`config.mk`:
```
export PLATFORM = sky130hd
export DESIGN_NAME = if_stage_flat
export DESIGN_NICKNAME = d
export VERILOG_FILES = /design/src/rtl/if_stage_if.sv /design/src/rtl/if_stage.sv /design/src/flat_wrapper.sv
export SDC_FILE = /design/constraint.sdc
export NUM_CORES = 1
export LEC_CHECK = 0
export ABC_AREA = 1
export ABC_CLOCK_PERIOD_IN_PS = 4100
export BUFFER_PORTS_ARGS = -buffer_cell sky130_fd_sc_hd__buf_4
export CORE_MARGIN = 4
export CORE_UTILIZATION = 59
export CTS_CLUSTER_DIAMETER = 50
export DETAILED_ROUTE_END_ITERATION = 8
export PLACE_DENSITY_LB_ADDON = 0.08
export SLEW_MARGIN = 15
export SYNTH_ARGS = -nofsm -noshare
export SYNTH_HDL_FRONTEND = slang
export SYNTH_SLANG_ARGS = --single-unit
```
`constraint.sdc`:
```
create_clock -name clk_i -period 4.1 [get_ports clk_i]
set_input_delay 0.82 -clock clk_i [delete_from_list [all_inputs] [get_ports clk_i]]
set_output_delay 0.82 -clock clk_i [all_outputs]
set_load 0.01 [all_outputs]
```
`src/rtl/if_stage_if.sv`:
```
// rtl/if_stage_if.sv - instruction-memory fetch port (req/gnt + rvalid) between IF stage and imem
interface if_stage_if #(
  parameter int XLEN = 32
);
  logic            im_req_o;
  logic [XLEN-1:0] im_addr_o;
  logic            im_gnt_i;
  logic            im_rvalid_i;
  logic [31:0]     im_rdata_i;

  modport master (
    output im_req_o,
    output im_addr_o,
    input  im_gnt_i,
    input  im_rvalid_i,
    input  im_rdata_i
  );

  modport slave (
    input  im_req_o,
    input  im_addr_o,
    output im_gnt_i,
    output im_rvalid_i,
    output im_rdata_i
  );
endinterface

```
`src/rtl/if_stage.sv`:
```
// rtl/if_stage.sv - RV32I fetch stage with one-entry response buffer and IF/ID pipeline register
module if_stage #(
  parameter int              XLEN     = 32,
  parameter logic [XLEN-1:0] RESET_PC = '0,
  parameter logic [31:0]     NOP_INST = 32'h0000_0013
) (
  input  logic            clk_i,
  input  logic            rst_i,
  if_stage_if.master      im,
  input  logic            stall_i,
  input  logic            redirect_en_i,
  input  logic [XLEN-1:0] redirect_pc_i,
  output logic            id_valid_o,
  output logic [31:0]     id_inst_o,
  output logic [XLEN-1:0] id_pc_o,
  output logic [XLEN-1:0] id_pc4_o,
  output logic [6:0]      opcode_o,
  output logic [2:0]      funct3_o,
  output logic [6:0]      funct7_o
);

  typedef enum logic [1:0] {
    S_REQ,
    S_WAIT,
    S_HOLD,
    S_DROP
  } state_t;

  localparam logic [XLEN-1:0] PC_START = {RESET_PC[XLEN-1:2], 2'b00};

  state_t          r_state;
  state_t          w_state_nxt;
  logic [XLEN-1:0] r_pc;
  logic [XLEN-1:0] w_pc_nxt;
  logic [XLEN-1:0] r_req_pc;
  logic [XLEN-1:0] w_req_pc_nxt;

  logic            r_buf_valid;
  logic            w_buf_valid_nxt;
  logic [31:0]     r_buf_inst;
  logic [31:0]     w_buf_inst_nxt;
  logic [XLEN-1:0] r_buf_pc;
  logic [XLEN-1:0] w_buf_pc_nxt;

  logic            r_id_valid;
  logic            w_id_valid_nxt;
  logic [31:0]     r_id_inst;
  logic [31:0]     w_id_inst_nxt;
  logic [XLEN-1:0] r_id_pc;
  logic [XLEN-1:0] w_id_pc_nxt;

  logic            w_fire;
  logic            w_rsp;
  logic            w_id_free;
  logic [XLEN-1:0] w_redirect_pc;

  assign w_fire        = (r_state == S_REQ) && im.im_gnt_i;
  assign w_rsp         = im.im_rvalid_i;
  assign w_id_free     = !r_id_valid || !stall_i;
  assign w_redirect_pc = {redirect_pc_i[XLEN-1:2], 2'b00};

  // The request is masked during the reset cycle so memory never sees a stale address.
  assign im.im_req_o  = (r_state == S_REQ) && !rst_i;
  assign im.im_addr_o = r_pc;

  always_comb begin
    w_state_nxt     = r_state;
    w_pc_nxt        = r_pc;
    w_req_pc_nxt    = r_req_pc;
    w_buf_valid_nxt = r_buf_valid;
    w_buf_inst_nxt  = r_buf_inst;
    w_buf_pc_nxt    = r_buf_pc;
    w_id_valid_nxt  = r_id_valid;
    w_id_inst_nxt   = r_id_inst;
    w_id_pc_nxt     = r_id_pc;

    // Decode advances this cycle: unless something loads below, a bubble follows.
    if (!stall_i) begin
      w_id_valid_nxt = 1'b0;
      w_id_inst_nxt  = NOP_INST;
    end

    unique case (r_state)
      S_REQ: begin
        if (w_fire) begin
          w_req_pc_nxt = r_pc;
          w_pc_nxt     = r_pc + XLEN'(4);
          w_state_nxt  = S_WAIT;
        end
      end
      S_WAIT: begin
        if (w_rsp) begin
          if (w_id_free) begin
            w_id_valid_nxt = 1'b1;
            w_id_inst_nxt  = im.im_rdata_i;
            w_id_pc_nxt    = r_req_pc;
            w_state_nxt    = S_REQ;
          end else begin
            w_buf_valid_nxt = 1'b1;
            w_buf_inst_nxt  = im.im_rdata_i;
            w_buf_pc_nxt    = r_req_pc;
            w_state_nxt     = S_HOLD;
          end
        end
      end
      S_HOLD: begin
        if (!stall_i) begin
          w_id_valid_nxt  = r_buf_valid;
          w_id_inst_nxt   = r_buf_valid ? r_buf_inst : NOP_INST;
          w_id_pc_nxt     = r_buf_valid ? r_buf_pc : r_id_pc;
          w_buf_valid_nxt = 1'b0;
          w_state_nxt     = S_REQ;
        end
      end
      S_DROP: begin
        if (w_rsp) begin
          w_state_nxt = S_REQ;
        end
      end
      default: begin
        w_state_nxt = S_REQ;
      end
    endcase

    // A redirect kills everything younger than EXE; a fetch still in flight must drain in DROP.
    if (redirect_en_i) begin
      w_pc_nxt        = w_redirect_pc;
      w_id_valid_nxt  = 1'b0;
      w_id_inst_nxt   = NOP_INST;
      w_id_pc_nxt     = r_id_pc;
      w_buf_valid_nxt = 1'b0;
      unique case (r_state)
        S_REQ:   w_state_nxt = w_fire ? S_DROP : S_REQ;
        S_WAIT:  w_state_nxt = w_rsp ? S_REQ : S_DROP;
        S_HOLD:  w_state_nxt = S_REQ;
        S_DROP:  w_state_nxt = w_rsp ? S_REQ : S_DROP;
        default: w_state_nxt = S_REQ;
      endcase
    end
  end

  always_ff @(posedge clk_i) begin
    if (rst_i) begin
      r_state     <= S_REQ;
      r_pc        <= PC_START;
      r_req_pc    <= PC_START;
      r_buf_valid <= 1'b0;
      r_buf_inst  <= NOP_INST;
      r_buf_pc    <= '0;
      r_id_valid  <= 1'b0;
      r_id_inst   <= NOP_INST;
      r_id_pc     <= '0;
    end else begin
      r_state     <= w_state_nxt;
      r_pc        <= w_pc_nxt;
      r_req_pc    <= w_req_pc_nxt;
      r_buf_valid <= w_buf_valid_nxt;
      r_buf_inst  <= w_buf_inst_nxt;
      r_buf_pc    <= w_buf_pc_nxt;
      r_id_valid  <= w_id_valid_nxt;
      r_id_inst   <= w_id_inst_nxt;
      r_id_pc     <= w_id_pc_nxt;
    end
  end

  assign id_valid_o = r_id_valid;
  assign id_inst_o  = r_id_inst;
  assign id_pc_o    = r_id_pc;
  assign id_pc4_o   = r_id_pc + XLEN'(4);
  assign opcode_o   = r_id_inst[6:0];
  assign funct3_o   = r_id_inst[14:12];
  assign funct7_o   = r_id_inst[31:25];

endmodule

```
`src/flat_wrapper.sv`:
```
// flat-port wrapper written by rule: the top's interface ports become plain ports
module if_stage_flat 
#(
  parameter int              XLEN     = 32,
  parameter logic [XLEN-1:0] RESET_PC = '0,
  parameter logic [31:0]     NOP_INST = 32'h0000_0013
)
  (clk_i, rst_i, stall_i, redirect_en_i, redirect_pc_i, id_valid_o, id_inst_o, id_pc_o, id_pc4_o, opcode_o, funct3_o, funct7_o, im_im_req_o, im_im_addr_o, im_im_gnt_i, im_im_rvalid_i, im_im_rdata_i);
  if_stage_if #(.XLEN(XLEN)) im_i ();
  input  logic clk_i;
  input  logic rst_i;
  input  logic stall_i;
  input  logic redirect_en_i;
  input  logic [XLEN-1:0] redirect_pc_i;
  output logic id_valid_o;
  output logic [31:0] id_inst_o;
  output logic [XLEN-1:0] id_pc_o;
  output logic [XLEN-1:0] id_pc4_o;
  output logic [6:0] opcode_o;
  output logic [2:0] funct3_o;
  output logic [6:0] funct7_o;
  output wire logic [$bits(im_i.im_req_o)-1:0] im_im_req_o;
  output wire logic [$bits(im_i.im_addr_o)-1:0] im_im_addr_o;
  input wire logic [$bits(im_i.im_gnt_i)-1:0] im_im_gnt_i;
  input wire logic [$bits(im_i.im_rvalid_i)-1:0] im_im_rvalid_i;
  input wire logic [$bits(im_i.im_rdata_i)-1:0] im_im_rdata_i;
  assign im_im_req_o = im_i.im_req_o;
  assign im_im_addr_o = im_i.im_addr_o;
  assign im_i.im_gnt_i = im_im_gnt_i;
  assign im_i.im_rvalid_i = im_im_rvalid_i;
  assign im_i.im_rdata_i = im_im_rdata_i;
  if_stage #(.XLEN(XLEN), .RESET_PC(RESET_PC), .NOP_INST(NOP_INST)) u_core (.clk_i(clk_i), .rst_i(rst_i), .im(im_i), .stall_i(stall_i), .redirect_en_i(redirect_en_i), .redirect_pc_i(redirect_pc_i), .id_valid_o(id_valid_o), .id_inst_o(id_inst_o), .id_pc_o(id_pc_o), .id_pc4_o(id_pc4_o), .opcode_o(opcode_o), .funct3_o(funct3_o), .funct7_o(funct7_o));
endmodule
```
Yosys cells after proc, flatten, opt, wreduce, memory -nomap -nowiden

Index checks and enable logic that the tools add are counted.

Register bits after elaboration: 196
Bits in latches: 0
Memory bits (writable): 0
Bits in read-only memories: 0
Input port bits: 70
Output and inout port bits: 147
Word-level logic and storage cells: 77
Memories kept: 0

$add $sub $neg: 2
$mul: 0
Divide/modulo/power cells: 0
$lt $le $gt $ge: 0
Equal/unequal tests: 12
Shifts and indexed selects: 0
Multiplexer cells: 33
Bitwise logic cells: 2
Reductions and logical operators: 18

Operators with widths:

| cell                    | number |
|---|---|
| $mux W32                | 12 |
| $pmux W32 S2            | 2 |
| $add A32 B3 Y32 const B | 2 |
| $mux W2                 | 8 |
| $ne A3 B3 Y1 const B    | 3 |
| $pmux W2 S4             | 1 |
| $reduce_and A4 Y1       | 2 |
| $mux W1                 | 7 |
| $ne A2 B2 Y1 const B    | 3 |
| $pmux W2 S3             | 1 |
| $reduce_and A6 Y1       | 1 |
| $reduce_bool A2 Y1      | 3 |
| $eq A2 B2 Y1 const B    | 2 |
| $ne A2 B1 Y1 const B    | 2 |
| $pmux W1 S2             | 2 |
| $reduce_and A2 Y1       | 2 |
| $reduce_or A2 Y1        | 2 |
| $logic_not A1 Y1        | 3 |
| $ne A3 B2 Y1 const B    | 1 |
| $reduce_and A3 Y1       | 1 |
| $eq A2 B1 Y1 const B    | 1 |
| $logic_and A1 B1 Y1     | 2 |
| $logic_not A2 Y1        | 1 |
| $not A1 Y1              | 2 |
| $logic_or A1 B1 Y1      | 1 |

Longest topological paths before layout

Word-level depth: 6
Mapped depth: 12
Mapped depth without buffers: 11

Least setup slack after synthesis

OpenSTA, ideal clock, no wires.

Path kind: register -> output
Start point: register u_core.r_id_pc[3], in the netlist u_core.id_pc_o[3]
End point: output id_pc4_o[28]
Arrival time: 1.535 ns
Required time: 3.280 ns
Path slack: 1.745 ns
Stages on the path, launching flop included: 8
Path buffers: 0
Path through: dfxtp_1 ha_1 nand3_2 nor2_2 nand4_1 nor2_2 nand3_1 xor2_1

Cells in the longest elaborated chain, start to end: 1

RTL lines:

| element                | line               | source |
|---|---|---|
| from (decl)            | if_stage.sv:49     | `logic [XLEN-1:0] r_id_pc;` |
| from (signal assigned) | if_stage.sv:162    | `r_id_pc <= w_id_pc_nxt;` |
| $add A32 B3 Y32        | if_stage.sv:169    | `assign id_pc4_o = r_id_pc + XLEN'(4);` |
| to (decl)              | flat_wrapper.sv:18 | `output logic [XLEN-1:0] id_pc4_o;` |

No other way between the ends.

Worst setup path after layout

Same ends and word-level chain as after synthesis.

==> reports/summary.md <==
The run finished with clean final reports. The tools report the critical path endpoint as id_pc4_o[28]. The number of synthesized register bits works out to 188. Summed over all cells, the static leakage comes to 0.00492 uW.

Layout-stage area growth over the synthesis result: 20.9%. The detail route stage leaves a number of antenna-violating nets equal to 0. The largest area contributor in the netlist was dfxtp_1. Tracing the worst setup path back leads to its startpoint at u_core.id_pc_o[3]$_SDFFE_PP0P_. At the worst endpoint, the required time is 3.28 ns. The number of top-level pins is 217. Once the clock tree was built, the resizer swapped 0 gates to a different size. The count of buffers inserted at the top-level ports was 208. The tools report the kind of start point of the critical path as a register. The slowest stage of the critical path is the dfxtp_1 cell. Clock latency on the worst-skew pair, taken at its later pin, is 0.43 ns.

Synthesis instantiated 40 different standard cells from the library. CTS built an H-tree with a depth of 4. For the pin with the worst max-slew slack, the measured transition is 0.801 ns. In the routed layout, each cell is associated on average with a via count of 5.38. The die is 135 um wide. The clock passes through at most 2 buffers.

Summed over its instances, the top area cell type makes up 39.8% of the synthesized netlist area. Across the VDD grid, the largest voltage drop is 0.286 mV. The tools report the final hold violation count as 0. The path type of the worst min-delay path is reg2reg.

The floorplan die height was 135 um; the share of synthesized registers carrying an async set or reset was 0%. Number of nets in the finished design: 1,599. A synthesized cell averages 6.87 um2. Total design power: 4390 uW.

The count of max-cap constraint violations was 0; the CTS clock-pin slew for the worst setup and hold paths was 0.07 ns. The number of clock buffers added by TritonCTS is 17. In the global route stage, overall resource usage came out at 27.5%. The tools report the upper clock frequency limit as 330 MHz. Once detailed placement completed, the half-perimeter wirelength came to 18.0 mm. Of all nets on the critical path, the largest fanout is 5.

The synthesized netlist occupies a cell area of 9460 um2. The via count of the first global-routing pass was 8,519; the part of the cycle the worst path needs was 73.8%. The tools report the number of antenna violations at the first check in global routing as 0.

The number of search-and-repair iterations in the first detailed-routing pass came out at 5. Yosys printed 0 warnings. The clock net in this run drives a total of 188 sinks. The tools report the site row count as 46. For the final routed database, the setup TNS stands at 0 ns. Setup repair after global routing left no endpoint under its margin. The library cell used as clock root buffer is clkbuf_16. On the final layout, the worst clock skew is 0.0109 ns.

The routed design has 25.3 mm of wire. The die covers 18,100 um2. For this design, the CTS-stage hold fixing added 0 buffers. Fill cell instance count of the final layout: 1,405.

The repair_antennas step left the layout with diodes totalling 0. The delay of the slowest cell on the worst path was 0.39 ns; the global-route wire length before repair was 41.6 mm. The number of synthesized flops with an enable pin is 0. For this design the ratio of total power to cell area is 384 nW/um2.

Counting tap cells, the placed design contains a total of 1,719 instances. Setup violations remaining at the end of the flow were counted as 0. The worst setup path is captured at an output port. The number of max-slew violations in the final report is 0, and the minimum clock period is 3.03 ns. The worst setup path is of the reg2out kind. The post-synthesis instance total was 1,376. The worst reg2reg path endpoint was u_core.id_pc_o[15]$_SDFFE_PP0P_. In this run the cell area measured after placement is 10,900 um2. The utilization after layout was 72.5%; the DRC marker count from the first detailed-route iteration was 816. TritonCTS built the clock tree. Cell type with the highest occurrence count on the critical path: nor2_2. The remaining routing DRC violations was 0. The tools report the initial core utilization as 60.0%.

The number of setup buffers added after CTS is 0. The worst pin sits at a relative slew slack of 46.5%. The share of layout cells above drive strength 1 came out at 19.5%.

The launch point of the worst reg-to-reg path is u_core.r_state[0]$_SDFFE_PP0P_. The critical path crosses 8 cells after its start point. The core region is 15,800 um2. The tools report the count of placed standard cells in the final layout, fillers left out as 1,751.

After detailed routing, the average wire length per cell comes to 14.4 um. The critical path goes through ha_1 > nand3_2 > nor2_2 > nand4_1 > nor2_2 > nand3_1 > xor2_1 > buf_4. Entering global routing, the biggest net connects 65 pins. Along the worst hold path, the cell count comes to 2. Among all flip-flop cells after synthesis, the most frequent one is dfxtp_1. At the end of routability-driven placement, the weighted congestion stood at 0.961. The setup check on the worst reg-to-reg path leaves a slack of 1.33 ns. The sequential-to-total area share from yosys stat was 39.8%.

The arrival time reported for the critical path endpoint is 2.21 ns. Summing over every cut layer, the via total after detailed routing is 9,428. The number of buffers and inverters on the critical path works out to 1. By area the synthesized netlist is led by dfxtp_1 (40%), nand2_1 (11%), o21ai_0 (8.4%). The tools report the residual overflow from global routing as 0. The finished cells cover 11,400 um2. For the worst flop-to-flop path, the logic depth is 8. Among cell families on the critical path, the largest total delay comes from simple AND/OR/NAND/NOR gates.
==> cell usage after synthesis (2+ instances only) <==
master and count:
inv_1 121, clkbuf_1 33, nand2_2 7, ha_1 7
buf_1 2, o21ai_1 35, a211oi_1 3, nor3_1 14
a31o_2 7, nor2_2 11, nor3_2 2, buf_6 4
a22o_1 3, buf_2 28, dfxtp_1 188, a31oi_1 14
nor2_4 7, nand4_1 12, xor2_1 22, o211ai_1 9
nor2_1 142, o21ai_0 159, o22ai_1 5, nand2_1 289
buf_4 27, o21bai_1 4, xnor2_1 10, inv_2 8
a21oi_1 139, nand3_2 4, nand3_1 51
==> registers in the layout, summed over array words and instances (netlist names) <==
signal,cells
u_core.id_inst_o,32
u_core.id_pc_o,30
u_core.id_valid_o,1
u_core.im.im_addr_o,30
u_core.r_buf_inst,32
u_core.r_buf_pc,30
u_core.r_buf_valid,1
u_core.r_req_pc,30
u_core.r_state,2
==> kinds of logic after synthesis <==
kind of cell / count (synthesis) / synth area share, %
fa+ha+maj: 7 / 0.926
simple gates: 541 / 24.1
buf+inv: 225 / 10.7
other cells: 1 / 0.0396
flops: 188 / 39.8
xor+xnor: 32 / 2.96
compound gates: 382 / 21.4
==> placed cells by master, fill, tap and decap left out, types with 2 or more instances in the layout <==
cell type	synthesis	layout
nand2_2	7	8
inv_6	0	6
inv_2	8	9
o21ai_1	35	35
clkinv_2	1	2
nor2_1	142	142
nand2_1	289	288
dfxtp_1	188	188
nor2_4	7	7
nand3_2	4	4
nor3_2	2	2
a22o_1	3	3
inv_8	0	2
inv_1	121	120
nand3_1	51	51
a211oi_1	3	3
a31o_2	7	7
clkbuf_16	0	17
clkinvlp_4	0	2
nor2_2	11	11
nand4_1	12	12
conb_1	1	6
buf_4	27	216
a31oi_1	14	14
xor2_1	22	22
o21ai_0	159	159
xnor2_1	10	10
o211ai_1	9	9
clkinv_4	0	3
nor3_1	14	14
a21oi_1	139	139
o21bai_1	4	4
ha_1	7	6
o22ai_1	5	5
==> tightest hold or removal path, stage by stage (launching register included) <==
cell and delay [ns]:
dfxtp_1 0.30, inv_1 0.06, a21oi_1 0.05
==> worst min path at each step <==
| stage | startpoint | to | slack, ns |
|---|---|---|---|
| after floorplan | u_core.r_buf_inst[0]$_SDFFE_PP1P_ | u_core.r_buf_inst[0]$_SDFFE_PP1P_ | 0.42 |
| after global routing | u_core.r_buf_inst[30]$_SDFFE_PP0P_ | u_core.r_buf_inst[30]$_SDFFE_PP0P_ | 0.47 |
| after global placement | u_core.r_buf_inst[2]$_SDFFE_PP0P_ | u_core.r_buf_inst[2]$_SDFFE_PP0P_ | 0.43 |
| after detailed placement | u_core.r_buf_inst[30]$_SDFFE_PP0P_ | u_core.r_buf_inst[30]$_SDFFE_PP0P_ | 0.44 |
| final | u_core.r_buf_inst[30]$_SDFFE_PP0P_ | u_core.r_buf_inst[30]$_SDFFE_PP0P_ | 0.45 |
| after CTS | u_core.r_buf_inst[30]$_SDFFE_PP0P_ | u_core.r_buf_inst[30]$_SDFFE_PP0P_ | 0.45 |
==> metrics by stage <==
stage	worst slack, ns	hold slack (ns)
final	1.07	0.452
after global placement	1.31	0.432
after detailed placement	1.28	0.442
after global routing	0.888	0.474
after CTS	1.05	0.453
after floorplan	1.75	0.424
==> per-layer routing <==
metal,wire length [um],global-route usage [%],part of all wire [%]
met5,0,0,0
met4,275,7.58,1.1
met3,2100,5.40,8.3
met2,11500,42.3,45
met1,11400,39.6,45
==> where the power goes <==
part	internal [uW]	switching [uW]
Combinational	293	448
Sequential	1920	106
Clock	859	763
==> layout make-up <==
cell class | count | area [um2] | area share (%)
multi-input combinational | 968 | 4710 | 41.2
sequential | 188 | 3760 | 32.9
timing repair buffer | 216 | 1620 | 14.2
inverter | 131 | 493 | 4.31
clock buffer | 17 | 425 | 3.72
tap | 216 | 270 | 2.36
clock inverter | 15 | 151 | 1.32
No activity file was read; power rests on OpenSTA's default activity.
